<file path="config.mk">
export PLATFORM = sky130hd
export DESIGN_NAME = uart_cmd_rx
export DESIGN_NICKNAME = d
export VERILOG_FILES = /design/src/rtl/uart_cmd_rx.sv
export SDC_FILE = /design/constraint.sdc
export NUM_CORES = 1
export LEC_CHECK = 0
export CORE_MARGIN = 3
export CORE_UTILIZATION = 46
export DETAILED_ROUTE_END_ITERATION = 12
export GPL_TIMING_DRIVEN = 0
export SLEW_MARGIN = 20
export SYNTH_ARGS = -nofsm -noshare
export SYNTH_HDL_FRONTEND = slang
export SYNTH_SLANG_ARGS = --single-unit
</file>
<file path="constraint.sdc">
create_clock -name clk -period 5.1 [get_ports clk]
set_input_delay 0.765 -clock clk [delete_from_list [all_inputs] [get_ports clk]]
set_output_delay 0.765 -clock clk [all_outputs]
set_load 0.02 [all_outputs]
</file>
<file path="src/rtl/uart_cmd_rx.sv">
// uart_cmd_rx: 8N1 command receiver (2-FF sync, deserializer, byte FIFO).
// Ports: clk, reset (sync, active-high), rx_serial (async line, idles
//   high), m_data/m_valid/m_ready (show-ahead valid/ready byte output),
//   frame_err/overflow (sticky, cleared by err_clr), fifo_count.
module uart_cmd_rx #(
  parameter int unsigned CLKS_PER_BIT = 868,
  parameter int unsigned FIFO_DEPTH   = 16,
  localparam int unsigned AW = $clog2(FIFO_DEPTH),
  localparam int unsigned CW = AW + 1
) (
  input  logic          clk,
  input  logic          reset,
  input  logic          rx_serial,
  output logic [7:0]    m_data,
  output logic          m_valid,
  input  logic          m_ready,
  output logic          frame_err,
  output logic          overflow,
  input  logic          err_clr,
  output logic [CW-1:0] fifo_count
);

  localparam logic [15:0] BIT_LAST =
    16'(CLKS_PER_BIT - 1);
  localparam logic [15:0] HALF_LAST =
    16'(CLKS_PER_BIT / 2 - 1);
  localparam logic [CW-1:0] FULL_CNT =
    CW'(FIFO_DEPTH);

  typedef enum logic [2:0] {
    IDLE,
    START,
    DATA,
    STOP,
    BRK
  } state_t;

  logic          sync1_q;
  logic          sync2_q;
  logic          rx_s;
  state_t        state_q;
  logic [15:0]   cnt_q;
  logic [2:0]    idx_q;
  logic [7:0]    shift_q;
  logic          push_q;
  logic          ferr_q;

  logic [7:0]    mem_q [FIFO_DEPTH];
  logic [AW-1:0] wr_q;
  logic [AW-1:0] rd_q;
  logic [CW-1:0] count_q;
  logic [CW-1:0] count_d;
  logic          ovf_q;
  logic          ovf_d;
  logic          full;
  logic          pop;
  logic          push;

  assign rx_s = sync2_q;

  always_ff @(posedge clk) begin
    if (reset) begin
      sync1_q <= 1'b1;
      sync2_q <= 1'b1;
    end else begin
      sync1_q <= rx_serial;
      sync2_q <= sync1_q;
    end
  end

  always_ff @(posedge clk) begin
    if (reset) begin
      state_q <= IDLE;
      cnt_q   <= '0;
      idx_q   <= '0;
      shift_q <= '0;
      push_q  <= 1'b0;
      ferr_q  <= 1'b0;
    end else begin
      push_q <= 1'b0;
      // a new frame error below overrides the clear
      ferr_q <= ferr_q & ~err_clr;
      unique case (state_q)
        IDLE: begin
          if (!rx_s) begin
            cnt_q   <= '0;
            state_q <= START;
          end
        end
        START: begin
          if (cnt_q == HALF_LAST) begin
            cnt_q <= '0;
            if (!rx_s) begin
              idx_q   <= '0;
              state_q <= DATA;
            end else begin
              state_q <= IDLE;
            end
          end else begin
            cnt_q <= cnt_q + 16'd1;
          end
        end
        DATA: begin
          if (cnt_q == BIT_LAST) begin
            cnt_q   <= '0;
            shift_q <= {rx_s, shift_q[7:1]};
            idx_q   <= idx_q + 3'd1;
            if (idx_q == 3'd7) begin
              state_q <= STOP;
            end
          end else begin
            cnt_q <= cnt_q + 16'd1;
          end
        end
        STOP: begin
          if (cnt_q == BIT_LAST) begin
            cnt_q <= '0;
            if (rx_s) begin
              push_q  <= 1'b1;
              state_q <= IDLE;
            end else begin
              ferr_q  <= 1'b1;
              state_q <= BRK;
            end
          end else begin
            cnt_q <= cnt_q + 16'd1;
          end
        end
        BRK: begin
          // hold off until the break ends
          if (rx_s) begin
            state_q <= IDLE;
          end
        end
        default: state_q <= IDLE;
      endcase
    end
  end

  assign full = (count_q == FULL_CNT);
  assign pop  = (count_q != '0) && m_ready;
  // a pop in the same cycle frees the slot
  assign push = push_q && (!full || pop);

  always_comb begin
    count_d = count_q;
    if (push && !pop) begin
      count_d = count_q + CW'(1);
    end else if (!push && pop) begin
      count_d = count_q - CW'(1);
    end
  end

  always_comb begin
    ovf_d = (ovf_q & ~err_clr)
          | (push_q & full & ~pop);
  end

  always_ff @(posedge clk) begin
    if (reset) begin
      for (int i = 0; i < FIFO_DEPTH; i++) begin
        mem_q[i] <= '0;
      end
      wr_q    <= '0;
      rd_q    <= '0;
      count_q <= '0;
      ovf_q   <= 1'b0;
    end else begin
      if (push) begin
        mem_q[wr_q] <= shift_q;
        wr_q        <= wr_q + AW'(1);
      end
      if (pop) begin
        rd_q <= rd_q + AW'(1);
      end
      count_q <= count_d;
      ovf_q   <= ovf_d;
    end
  end

  assign m_data     = mem_q[rd_q];
  assign m_valid    = (count_q != '0);
  assign fifo_count = count_q;
  assign frame_err  = ferr_q;
  assign overflow   = ovf_q;

endmodule

</file>
==> key figures, run 1 <==
Place
  • Number of cells after detailed placement: 881
  • Placement Setup Slack: 1270 ps
  • Port Buffers: 20
  • DP HPWL: 13.2 mm
  • Global placer's final weighted congestion: 0.788

Routing
  • Vias/cell: 5.52
  • Routed via count: 5042
  • Post-DRT Antenna Nets: 0
  • First-pass DRT Iterations: 5
  • Starting DRT DRC Count: 350
  • Post-Route WL: 18.8 mm
  • Wirelength per Cell: 20.6 um
  • Drt drc: 0

Critical path
  • Crit end category: output port
  • Worst reg-to-reg setup slack: 1770 ps
  • WS Path Type: reg2out
  • CP peak stage delay: 620 ps
  • CP bufs+invs: 3
  • CP required: 4340 ps
  • Reg-to-reg endpoint: fifo_count[4]
  • Slowest cell on the critical path: mux4_2
  • R2r worst-path depth: 12
  • Crit-path leading delay family: buffers and inverters
  • Reg2reg start: fifo_count[3]
  • Crit-path max FO: 10
  • WP data arrival: 3140 ps
  • CP most frequent cell: mux4_2
  • Crit path depth: 5
  • CP Cell Sequence: clkbuf_1 -> buf_2 -> mux4_2 -> mux4_2 -> clkdlybuf4s50_1
  • Startpoint Class: flip-flop
  • Crit path to: m_data[2]

Logic synthesis
  • Library cells used by synthesis: 45
  • Yosys warns: 0
  • Mean Syn Cell Area: 13.1 um^2
  • #FFs+latches synth: 180
  • Syn Std Cell Area: 0.00832 mm^2
  • Syn nets: 656
  • Mapped Cells: 636
  • Seq/Total Area, Yosys: 0.587

CTS
  • H-tree depth: 4
  • Total CTS buffers: 17
  • Clk slew on worst S/H paths: 70 ps
  • CTS resizes: 0
  • # hold bufs at CTS: 0
  • Clock tree from TritonCTS: yes
  • Worst-Skew Late Latency: 440 ps
  • Clock Tree Buf Depth: 2
  • Setup bufs post-CTS: 0
  • Clock sink count: 180
  • Root Buffer Master: clkbuf_16

Global routing
  • Grt met1 use: 0.267
  • Vias in the first global route: 5149
  • Met2 usage: 0.342
  • Pin count of the biggest net entering global routing: 17
  • Top Usage Layer GRT: met2
  • Global-route wire length before repair: 29.7 mm
  • Gr ovfl total: 0
  • Met3 usage: 0.0379
  • GR Util All Layers: 0.202
  • Initial antenna violation count: 0

Timing
  • Total Neg Setup Slack: 0 ps
  • Hold Slack: 421 ps
  • Fin crit share: 0.766
  • Worst Clk Skew: 16.6 ps
  • # setup viols final: 0
  • Worst slew pin tran: 802 ps
  • Max-slew violations: 0
  • Final min period: 3900 ps
  • Final Hold Fails: 0
  • Final worst slack: 1200 ps
  • Slew margin rel.: 0.465
  • Max frequency: 256 MHz
  • RSZ-0062 raised after global routing: no

Cells and area
  • Number of nets in the layout: 695
  • Area delta synth->final: 13.7%
  • Share of layout cells above drive strength 1: 0.151
  • Post-Layout Cell Count: 913
  • Antenna diode count: 0
  • Number of fill cells in the layout: 1440

Min path
  • Worst hold path class: reg2reg

Floorplan
  • Die area: 0.0197 mm^2
  • Die extent in x: 140 um
  • Core ar.: 0.0175 mm^2
  • Row Count: 48
  • IO Pins: 21
  • Die Y-Extent: 140 um
  • Starting Density: 0.476

Run status
  • Status: finished clean

Run
  • Max_cap viols: 0

Pwr
  • Leakage power: 0.00329 uW
  • Peak supply drop: 0.241 mV
  • Pwr Density: 335 mW/mm^2
==> layer usage <==
layer  routed length (um)  share of wire
met2                 9740           0.52
met4                  250          0.013
met1                 8010           0.43
met3                  817          0.043
met5                    0              0
==> where the power goes <==
group	internal (uW)	switching, uW
Sequential	1610	15.1
Combinational	39.7	57.5
Clock	874	567
==> kinds of logic (layout without fill, tap and decap cells) <==
| kind of cell | Yosys count | in the layout | share of synthesized area |
|---|---|---|---|
| and+or+nand+nor | 296 | 296 | 0.203 |
| xor gates and xnor gates | 18 | 18 | 0.0189 |
| muxes | 52 | 52 | 0.123 |
| buffers and inverters | 44 | 96 | 0.0206 |
| adders and majority gates | 15 | 15 | 0.0235 |
| AOI/OAI and AO/OA | 31 | 31 | 0.0242 |
| DFF | 180 | 180 | 0.587 |
==> worst min-delay path by stage <==
stage / end / cells after the start / start
3_5_place_dp: rx_s / 1 / sync1_q
4_1_cts: rx_s / 1 / sync1_q
3_3_place_gp: rx_s / 1 / sync1_q
5_1_grt: rx_s / 1 / sync1_q
2_1_floorplan: rx_s / 1 / sync1_q
6_report: rx_s / 1 / sync1_q
==> layout make-up <==
cell class	count	area [um^2]	share of cell area
Buffer	32	126	0.0134
Clock buffer	17	425	0.0450
Clock inverter	15	229	0.0242
Inverter	12	45.0	0.00476
Multi-Input combinational cell	412	3270	0.346
Sequential cell	180	4880	0.516
Tap cell	225	282	0.0298
Timing Repair Buffer	20	200	0.0212
==> state kept, by name, indices dropped and copies added (netlist names), named ones only <==
register    cells
rx_s            1
fifo_count      5
state_q         3
rd_q            4
sync1_q         1
idx_q           3
push_q          1
frame_err       1
mem_q         128
cnt_q          16
wr_q            4
shift_q         8
overflow        1
==> placed cells by master (no fill, tap or decap), drive strengths merged, types with 16 or more instances in the layout <==
cell type	Yosys	routed
clkdlybuf4s50	0	20
mux4	40	40
nor2	58	58
dfxtp	52	52
edfxtp	128	128
or2	19	19
xor2	16	16
nand2	24	24
and2	129	129
clkbuf	25	42
==> through the flow <==
stage | instance area (um^2) | power, uW | util
detailed placement | 8800 | 1760 | 0.504
CTS | 9460 | 3190 | 0.541
global route | 9460 | 3260 | 0.541
finish | 9460 | 3170 | 0.541
floorplan | 8320 | 1710 | -
global placement | 8800 | 1750 | 0.504
==> cells in the mapped netlist, drive strengths merged <==
| cell | number | area share |
|---|---|---|
| nor2b | 5 | 0.0038 |
| o2bb2ai | 1 | 0.0011 |
| and2 | 129 | 0.097 |
| mux4 | 40 | 0.11 |
| dfxtp | 52 | 0.13 |
| a31oi | 5 | 0.0038 |
| xor2 | 16 | 0.017 |
| or4 | 3 | 0.0036 |
| nand2b | 6 | 0.0045 |
| nor3 | 2 | 0.0012 |
| or2 | 19 | 0.014 |
| nor4b | 2 | 0.0021 |
| a211o | 1 | 0.0011 |
| nor2 | 58 | 0.026 |
| o21bai | 1 | 0.0014 |
| and3 | 5 | 0.0038 |
| mux2 | 1 | 0.0014 |
| mux2i | 11 | 0.013 |
| nor3b | 2 | 0.0018 |
| nand4b | 2 | 0.0021 |
| o32ai | 3 | 0.0041 |
| or3b | 2 | 0.0021 |
| buf | 7 | 0.0039 |
| and4 | 1 | 0.0011 |
| o21ai | 3 | 0.0018 |
| nand3b | 7 | 0.0063 |
| ha | 14 | 0.021 |
| edfxtp | 128 | 0.46 |
| nand3 | 14 | 0.0084 |
| clkbuf | 25 | 0.011 |
| inv | 12 | 0.0054 |
| fa | 1 | 0.0024 |
| xnor2 | 2 | 0.0021 |
| a21oi | 14 | 0.0084 |
| or3 | 4 | 0.0030 |
| nor4 | 4 | 0.0056 |
| nand4 | 7 | 0.0053 |
| a211oi | 1 | 0.00090 |
| nand2 | 24 | 0.011 |
| o21a | 2 | 0.0018 |
Power figures use the tool's default switching activity.
==> inputs of run 2 (changes only) <==
==> constraint.sdc (replaced) <==
create_clock -name clk -period 3.2 [get_ports clk]
set_input_delay 0.48 -clock clk [delete_from_list [all_inputs] [get_ports clk]]
set_output_delay 0.48 -clock clk [all_outputs]
set_load 0.02 [all_outputs]
==> run 2 against run 1 <==
  * Global-route usage grew 0.088 points
  * Combinational power grew 55%
  * Total power grew 59%
  * Largest power group unchanged
  * First-iteration DRC count grew 6.0%
  * Sequential power grew 59%
  * Clock skew is essentially flat
  * Cell count grew 0.11%
  * Via count grew 1.2%
  * Hold slack is essentially flat
  * Critical path type is now reg2reg
  * Critical path depth grew 6
==> key figures, run 2 (same netlist as run 1, synthesis figures left out) <==
Floorplan
  • Die extent in x: 140 um (unchanged)
  • Die area: 0.0197 mm^2 (unchanged)
  • Core ar.: 0.0175 mm^2 (unchanged)
  • IO Pins: 21 (unchanged)
  • Die Y-Extent: 140 um (unchanged)
  • Starting Density: 0.476 (unchanged)
  • Row Count: 48 (unchanged)

Pwr
  • Leakage power: 0.00333 uW (was 0.00329 uW)
  • Peak supply drop: 0.384 mV (was 0.241 mV)
  • Pwr Density: 530 mW/mm^2 (was 335 mW/mm^2)

CTS
  • Clock sink count: 180 (unchanged)
  • Total CTS buffers: 17 (unchanged)
  • # hold bufs at CTS: 0 (unchanged)
  • Root Buffer Master: clkbuf_16 (unchanged)
  • Clk slew on worst S/H paths: 70 ps (about the same)
  • Worst-Skew Late Latency: 440 ps (about the same)
  • Clock tree from TritonCTS: yes (unchanged)
  • Clock Tree Buf Depth: 2 (unchanged)
  • H-tree depth: 4 (unchanged)

Routing
  • Drt drc: 0 (unchanged)
  • Wirelength per Cell: 20.7 um (was 20.6 um)
  • Starting DRT DRC Count: 371 (was 350)
  • WL met2: 9.74 mm (about the same)
  • Post-DRT Antenna Nets: 0 (unchanged)
  • Vias/cell: 5.58 (was 5.52)
  • Top routing layer used: met4 (unchanged)
  • Routed via count: 5103 (was 5042)
  • WL met1: 7.97 mm (was 8.01 mm)
  • First-pass DRT Iterations: 5 (unchanged)
  • Met3 routed WL: 941 um (was 817 um)
  • Post-Route WL: 18.9 mm (was 18.8 mm)

Global routing
  • Gr ovfl total: 0 (unchanged)
  • Pin count of the biggest net entering global routing: 17 (unchanged)
  • Global-route wire length before repair: 29.8 mm (was 29.7 mm)
  • GR Util All Layers: 0.203 (was 0.202)
  • Initial antenna violation count: 0 (unchanged)
  • Vias in the first global route: 5176 (was 5149)

Timing
  • Final min period: 3050 ps
  • Fin crit share: 0.954
  • Worst Clk Skew: 16.7 ps (was 16.6 ps)
  • Final Hold Fails: 0 (unchanged)
  • RSZ-0062 raised after global routing: no (unchanged)
  • # setup viols final: 0 (unchanged)
  • Slew margin rel.: 0.463 (was 0.465)
  • Max-slew violations: 0 (unchanged)
  • Worst slew pin tran: 805 ps (was 802 ps)
  • Final worst slack: 146 ps (was 1200 ps)
  • Max frequency: 327 MHz

Run
  • Max_cap viols: 0 (unchanged)

Critical path
  • Crit end category: flip-flop (was output port)
  • WS Path Type: reg2reg (was reg2out)
  • Startpoint Class: flip-flop (unchanged)
  • CP required: 3530 ps (was 4340 ps)
  • Crit-path max FO: 5 (was 10)
  • WP data arrival: 3380 ps (was 3140 ps)

Cells and area
  • Most flop-heavy register: mem_q (unchanged)
  • Area delta synth->final: 14.4% (was 13.7%)
  • Commonest non-fill, non-tap cell in the layout: and2_1 (unchanged)
  • Number of nets in the layout: 696 (was 695)
  • Largest regs: mem_q x128, cnt_q x16, shift_q x8 (unchanged)
  • Final Util: 0.544 (was 0.541)
  • Number of fill cells in the layout: 1440 (unchanged)
  • Antenna diode count: 0 (unchanged)
  • Max reg flops: 128 (unchanged)
  • Commonest cells after routing, fill and taps aside: and2_1, edfxtp_1, nor2_1 (unchanged)
  • Share of layout cells above drive strength 1: 0.168 (was 0.151)

Min path
  • Worst hold path class: reg2reg (unchanged)

Run status
  • Status: finished clean (unchanged)

Place
  • DP HPWL: 13.2 mm (unchanged)
  • Port Buffers: 20 (unchanged)
  • Global placer's final weighted congestion: 0.788 (unchanged)
  • Placement Setup Slack: -347 ps (was 1270 ps)
-- run 2: changes by cell type in the layout (fill, tap and decap cells not counted), sizes merged --
cell | before | now
buf | 7 | 9
clkbuf | 42 | 41
clkdlybuf4s50 | 20 | 12
dlygate4sd2 | 0 | 8
-- run 2: layer usage --
metal,up-vias,global-route usage
met2,156,0.345
met4,0,0.0561
met5,-,0
met1,2556,0.268
met3,20,0.0372
li1,2371,-
-- run 2: critical path, stage by stage (launching register included) --
cell,delay (ps)
dfxtp_2,350
or4_1,550
o21a_1,240
inv_2,100
ha_4,160
inv_1,80
ha_1,300
nor2b_1,140
o21a_1,170
or3_1,320
a21oi_2,190
mux2_2,350
-- run 2: through the flow --
stage	hold slack [ps]	cells	TNS [ps]	cell area [um^2]	total power, uW
4_1_cts	423	914	0	9500	5080
3_3_place_gp	394	881	-217	8800	2790
6_report	421	914	0	9520	5040
3_5_place_dp	405	881	-359	8800	2800
5_1_grt	449	914	0	9520	5190
2_1_floorplan	389	636	0	8320	2730
-- run 2: worst paths after layout --
check	startpoint	endpoint	slack, ps	cells past startpoint
min reg2reg	sync1_q	rx_s	420	1
min	sync1_q	rx_s	420	1
max reg2reg	fifo_count[3]	fifo_count[4]	150	11
max	fifo_count[3]	fifo_count[4]	150	11
-- run 2: report_power, final --
| part | switching (uW) | internal, uW | total [uW] |
|---|---|---|---|
| clock | 905 | 1390 | 2300 |
| sequential | 24.2 | 2570 | 2590 |
| combinational | 91.7 | 59.5 | 151 |
| total | 1020 | 4020 | 5040 |
-- run 2: final cells by class --
type,count,area [um^2],area share
plain buffers,31,153,0.0160
clock buffers,17,425,0.0447
flip-flops and latches,180,4890,0.514
clock inverters,15,229,0.0241
inverters,12,45.0,0.00473
well taps,225,282,0.0296
multi-input cells,412,3290,0.345
repair buffers,22,205,0.0216
-- run 2: timing repair --
action / 4_1_cts / 5_1_grt
buffers inserted: 2 / 0
endpoints found under the setup margin: 9 / 1
gates resized for setup: 22 / 5
pin swaps: 2 / 1
==> inputs of run 3 (changes only) <==
==> constraint.sdc (replaced) <==
create_clock -name clk -period 3.2 [get_ports clk]
set_input_delay 0.48 -clock clk [delete_from_list [all_inputs] [get_ports clk]]
set_output_delay 0.48 -clock clk [all_outputs]
set_load 0.005 [all_outputs]
==> run 3 against run 2 <==
  * Sequential share of layout area decreased by 0.068 points
  * Combinational power about the same
  * Critical path type is now reg2out
  * Clock skew decreased by 3.1 ps
  * Core utilization increased by 0.10 points
  * Final area increased by 0.18%
  * Routed wire length is 0.24% higher
  * Setup slack got worse by 19 ps
  * Global-route usage unchanged
  * Sequential power barely moved
==> key figures, run 3 (same netlist as run 1, synthesis figures left out) <==
Floorplan
  • Die Y-Extent: 140 um (unchanged)
  • Starting Density: 0.476 (unchanged)
  • Core ar.: 0.0175 mm^2 (unchanged)
  • Row Count: 48 (unchanged)
  • IO Pins: 21 (unchanged)
  • Die area: 0.0197 mm^2 (unchanged)
  • Die extent in x: 140 um (unchanged)

Critical path
  • CP required: 2720 ps (was 3530 ps)
  • R2r worst-path depth: 11 (unchanged)
  • Worst reg-to-reg setup slack: 140 ps (was 150 ps)
  • Slowest cell on the critical path: mux4_2 (was or4_1)
  • Reg-to-reg endpoint: fifo_count[4] (unchanged)
  • Crit-path leading delay family: multiplexers (was simple AND/OR/NAND/NOR gates)
  • WS Path Type: reg2out (was reg2reg)
  • CP most frequent cell: mux4_2 (was o21a_1)
  • CP bufs+invs: 2 (unchanged)
  • WP data arrival: 2590 ps (was 3380 ps)
  • CP peak stage delay: 570 ps (was 550 ps)
  • Crit end category: output port (was flip-flop)
  • CP Cell Sequence: buf_8 -> mux4_2 -> mux4_2 -> clkdlybuf4s50_1 (was or4_1 -> o21a_1 -> inv_2 -> ha_4 -> inv_1 -> ha_1 -> nor2b_1 -> o21a_1 -> or3_1 -> a21oi_2 -> mux2_2)
  • Startpoint Class: flip-flop (unchanged)
  • Crit-path max FO: 10 (was 5)
  • Reg2reg start: fifo_count[3] (unchanged)

Place
  • Port Buffers: 20 (unchanged)
  • DP Area: 0.00880 mm^2 (unchanged)
  • Global placer's final weighted congestion: 0.788 (unchanged)
  • Number of cells after detailed placement: 881 (unchanged)
  • DP HPWL: 13.2 mm (unchanged)

Pwr
  • Leakage power: 0.00332 uW (was 0.00333 uW)
  • Clock share of power: 0.456 (about the same)
  • NetSw: 1010 uW (was 1020 uW)
  • Peak supply drop: 0.382 mV (was 0.384 mV)
  • Switching part of the total: 0.201 (was 0.202)
  • Int Pwr: 4030 uW (was 4020 uW)
  • Pwr Density: 529 mW/mm^2 (was 530 mW/mm^2)
  • Comb pwr share: 0.030 (about the same)
  • Register share of total power: 0.514 (about the same)

Timing
  • Total Neg Setup Slack: 0 ps (unchanged)
  • Worst Clk Skew: 13.6 ps (was 16.7 ps)
  • Slew margin rel.: 0.466 (was 0.463)
  • Max frequency: 325 MHz (was 327 MHz)
  • Max-slew violations: 0 (unchanged)
  • Worst slew pin tran: 801 ps (was 805 ps)
  • Fin crit share: 0.960 (was 0.954)
  • Hold Slack: 421 ps (about the same)
  • Final min period: 3070 ps (was 3050 ps)
  • Final Hold Fails: 0 (unchanged)
  • # setup viols final: 0 (unchanged)
  • RSZ-0062 raised after global routing: no (unchanged)

CTS
  • Root Buffer Master: clkbuf_16 (unchanged)
  • # hold bufs at CTS: 0 (unchanged)
  • Worst-Skew Late Latency: 440 ps (about the same)
  • H-tree depth: 4 (unchanged)
  • Clock sink count: 180 (unchanged)
  • Total CTS buffers: 17 (unchanged)
  • Clk slew on worst S/H paths: 70 ps (about the same)
  • Clock Tree Buf Depth: 2 (unchanged)
  • Clock tree from TritonCTS: yes (unchanged)

Global routing
  • Global-route wire length before repair: 29.8 mm (unchanged)
  • Initial antenna violation count: 0 (unchanged)
  • Gr ovfl total: 0 (unchanged)
  • GR Util All Layers: 0.203 (unchanged)
  • Pin count of the biggest net entering global routing: 17 (unchanged)
  • Vias in the first global route: 5176 (unchanged)

Cells and area
  • Most flop-heavy register: mem_q (unchanged)
  • Max reg flops: 128 (unchanged)
  • Commonest non-fill, non-tap cell in the layout: and2_1 (unchanged)
  • Share of layout cells above drive strength 1: 0.168 (unchanged)
  • Final Instance Area: 0.00953 mm^2 (was 0.00952 mm^2)
  • Area delta synth->final: 14.6% (was 14.4%)
  • Register area: 0.00489 mm^2 (about the same)
  • Post-Layout Cell Count: 914 (unchanged)
  • Number of fill cells in the layout: 1440 (unchanged)
  • Number of nets in the layout: 696 (unchanged)
  • Final Util: 0.545 (was 0.544)
  • Antenna diode count: 0 (unchanged)
  • Largest regs: mem_q x128, cnt_q x16, shift_q x8 (unchanged)
  • Commonest cells after routing, fill and taps aside: and2_1, edfxtp_1, nor2_1 (unchanged)
  • Area of the multi-input gates: 0.00329 mm^2 (unchanged)

Routing
  • Vias/cell: 5.56 (was 5.58)
  • First-pass DRT Iterations: 5 (unchanged)
  • Wirelength per Cell: 20.7 um (about the same)
  • Drt drc: 0 (unchanged)
  • Post-DRT Antenna Nets: 0 (unchanged)
  • Routed via count: 5082 (was 5103)
  • Post-Route WL: 19.0 mm (was 18.9 mm)
  • Starting DRT DRC Count: 385 (was 371)

Min path
  • Hold Path End: rx_s (unchanged)
  • Worst hold stages: 1 (unchanged)
  • HP Start: sync1_q (unchanged)
  • Worst hold path class: reg2reg (unchanged)

Run
  • Max_cap viols: 0 (unchanged)

Run status
  • Status: finished clean (unchanged)
[run 3: power by group through the flow]
stage / registers [uW] / clock network, uW / logic, uW
CTS: 2590 / 2330 / 151
floorplan: 2630 / 0 / 92.0
global route: 2600 / 2430 / 159
global placement: 2640 / 0 / 149
finish: 2590 / 2300 / 149
detailed placement: 2650 / 0 / 151
[run 3: layer usage]
metal	vias up	part of all wire	track usage	wire, um
met5	-	0	0	0
met2	135	0.52	0.345	9830
met1	2555	0.42	0.268	7990
met3	20	0.046	0.0372	877
met4	0	0.014	0.0561	266
li1	2372	-	-	-
[run 3: layout make-up]
type                       count  area share
buffer                        31      0.0165
clock buffer                  17      0.0446
clock inverter                15      0.0240
inverter                      12     0.00473
multi-input combinational    412       0.345
sequential                   180       0.513
tap                          225      0.0295
timing repair buffer          22      0.0226
[run 3: repair_timing]
| action | CTS | global route |
|---|---|---|
| setup buffers | 2 | 0 |
| resized for setup | 12 | 12 |
| pin swaps | 2 | 1 |
| setup endpoints to repair | 9 | 5 |
[run 3: how the worst max path moves through the flow]
| stage | startpoint | to | slack (ps) | depth (start not counted) |
|---|---|---|---|---|
| final | flip-flop | m_data[2] | 130 | 4 |
| after global routing | fifo_count[3] | fifo_count[4] | 8 | 11 |
| after CTS | flip-flop | m_data[2] | 2 | 4 |
| after detailed placement | m_ready | fifo_count[4] | -350 | 12 |
| after global placement | m_ready | fifo_count[4] | -220 | 12 |
| after floorplan | fifo_count[0] | fifo_count[4] | 270 | 11 |
[run 3: per-stage QoR]
step / power (uW) / setup WS, ps
CTS: 5070 / 2.43
finish: 5040 / 128
floorplan: 2730 / 271
global placement: 2790 / -217
detailed placement: 2800 / -347
global route: 5190 / 8.16
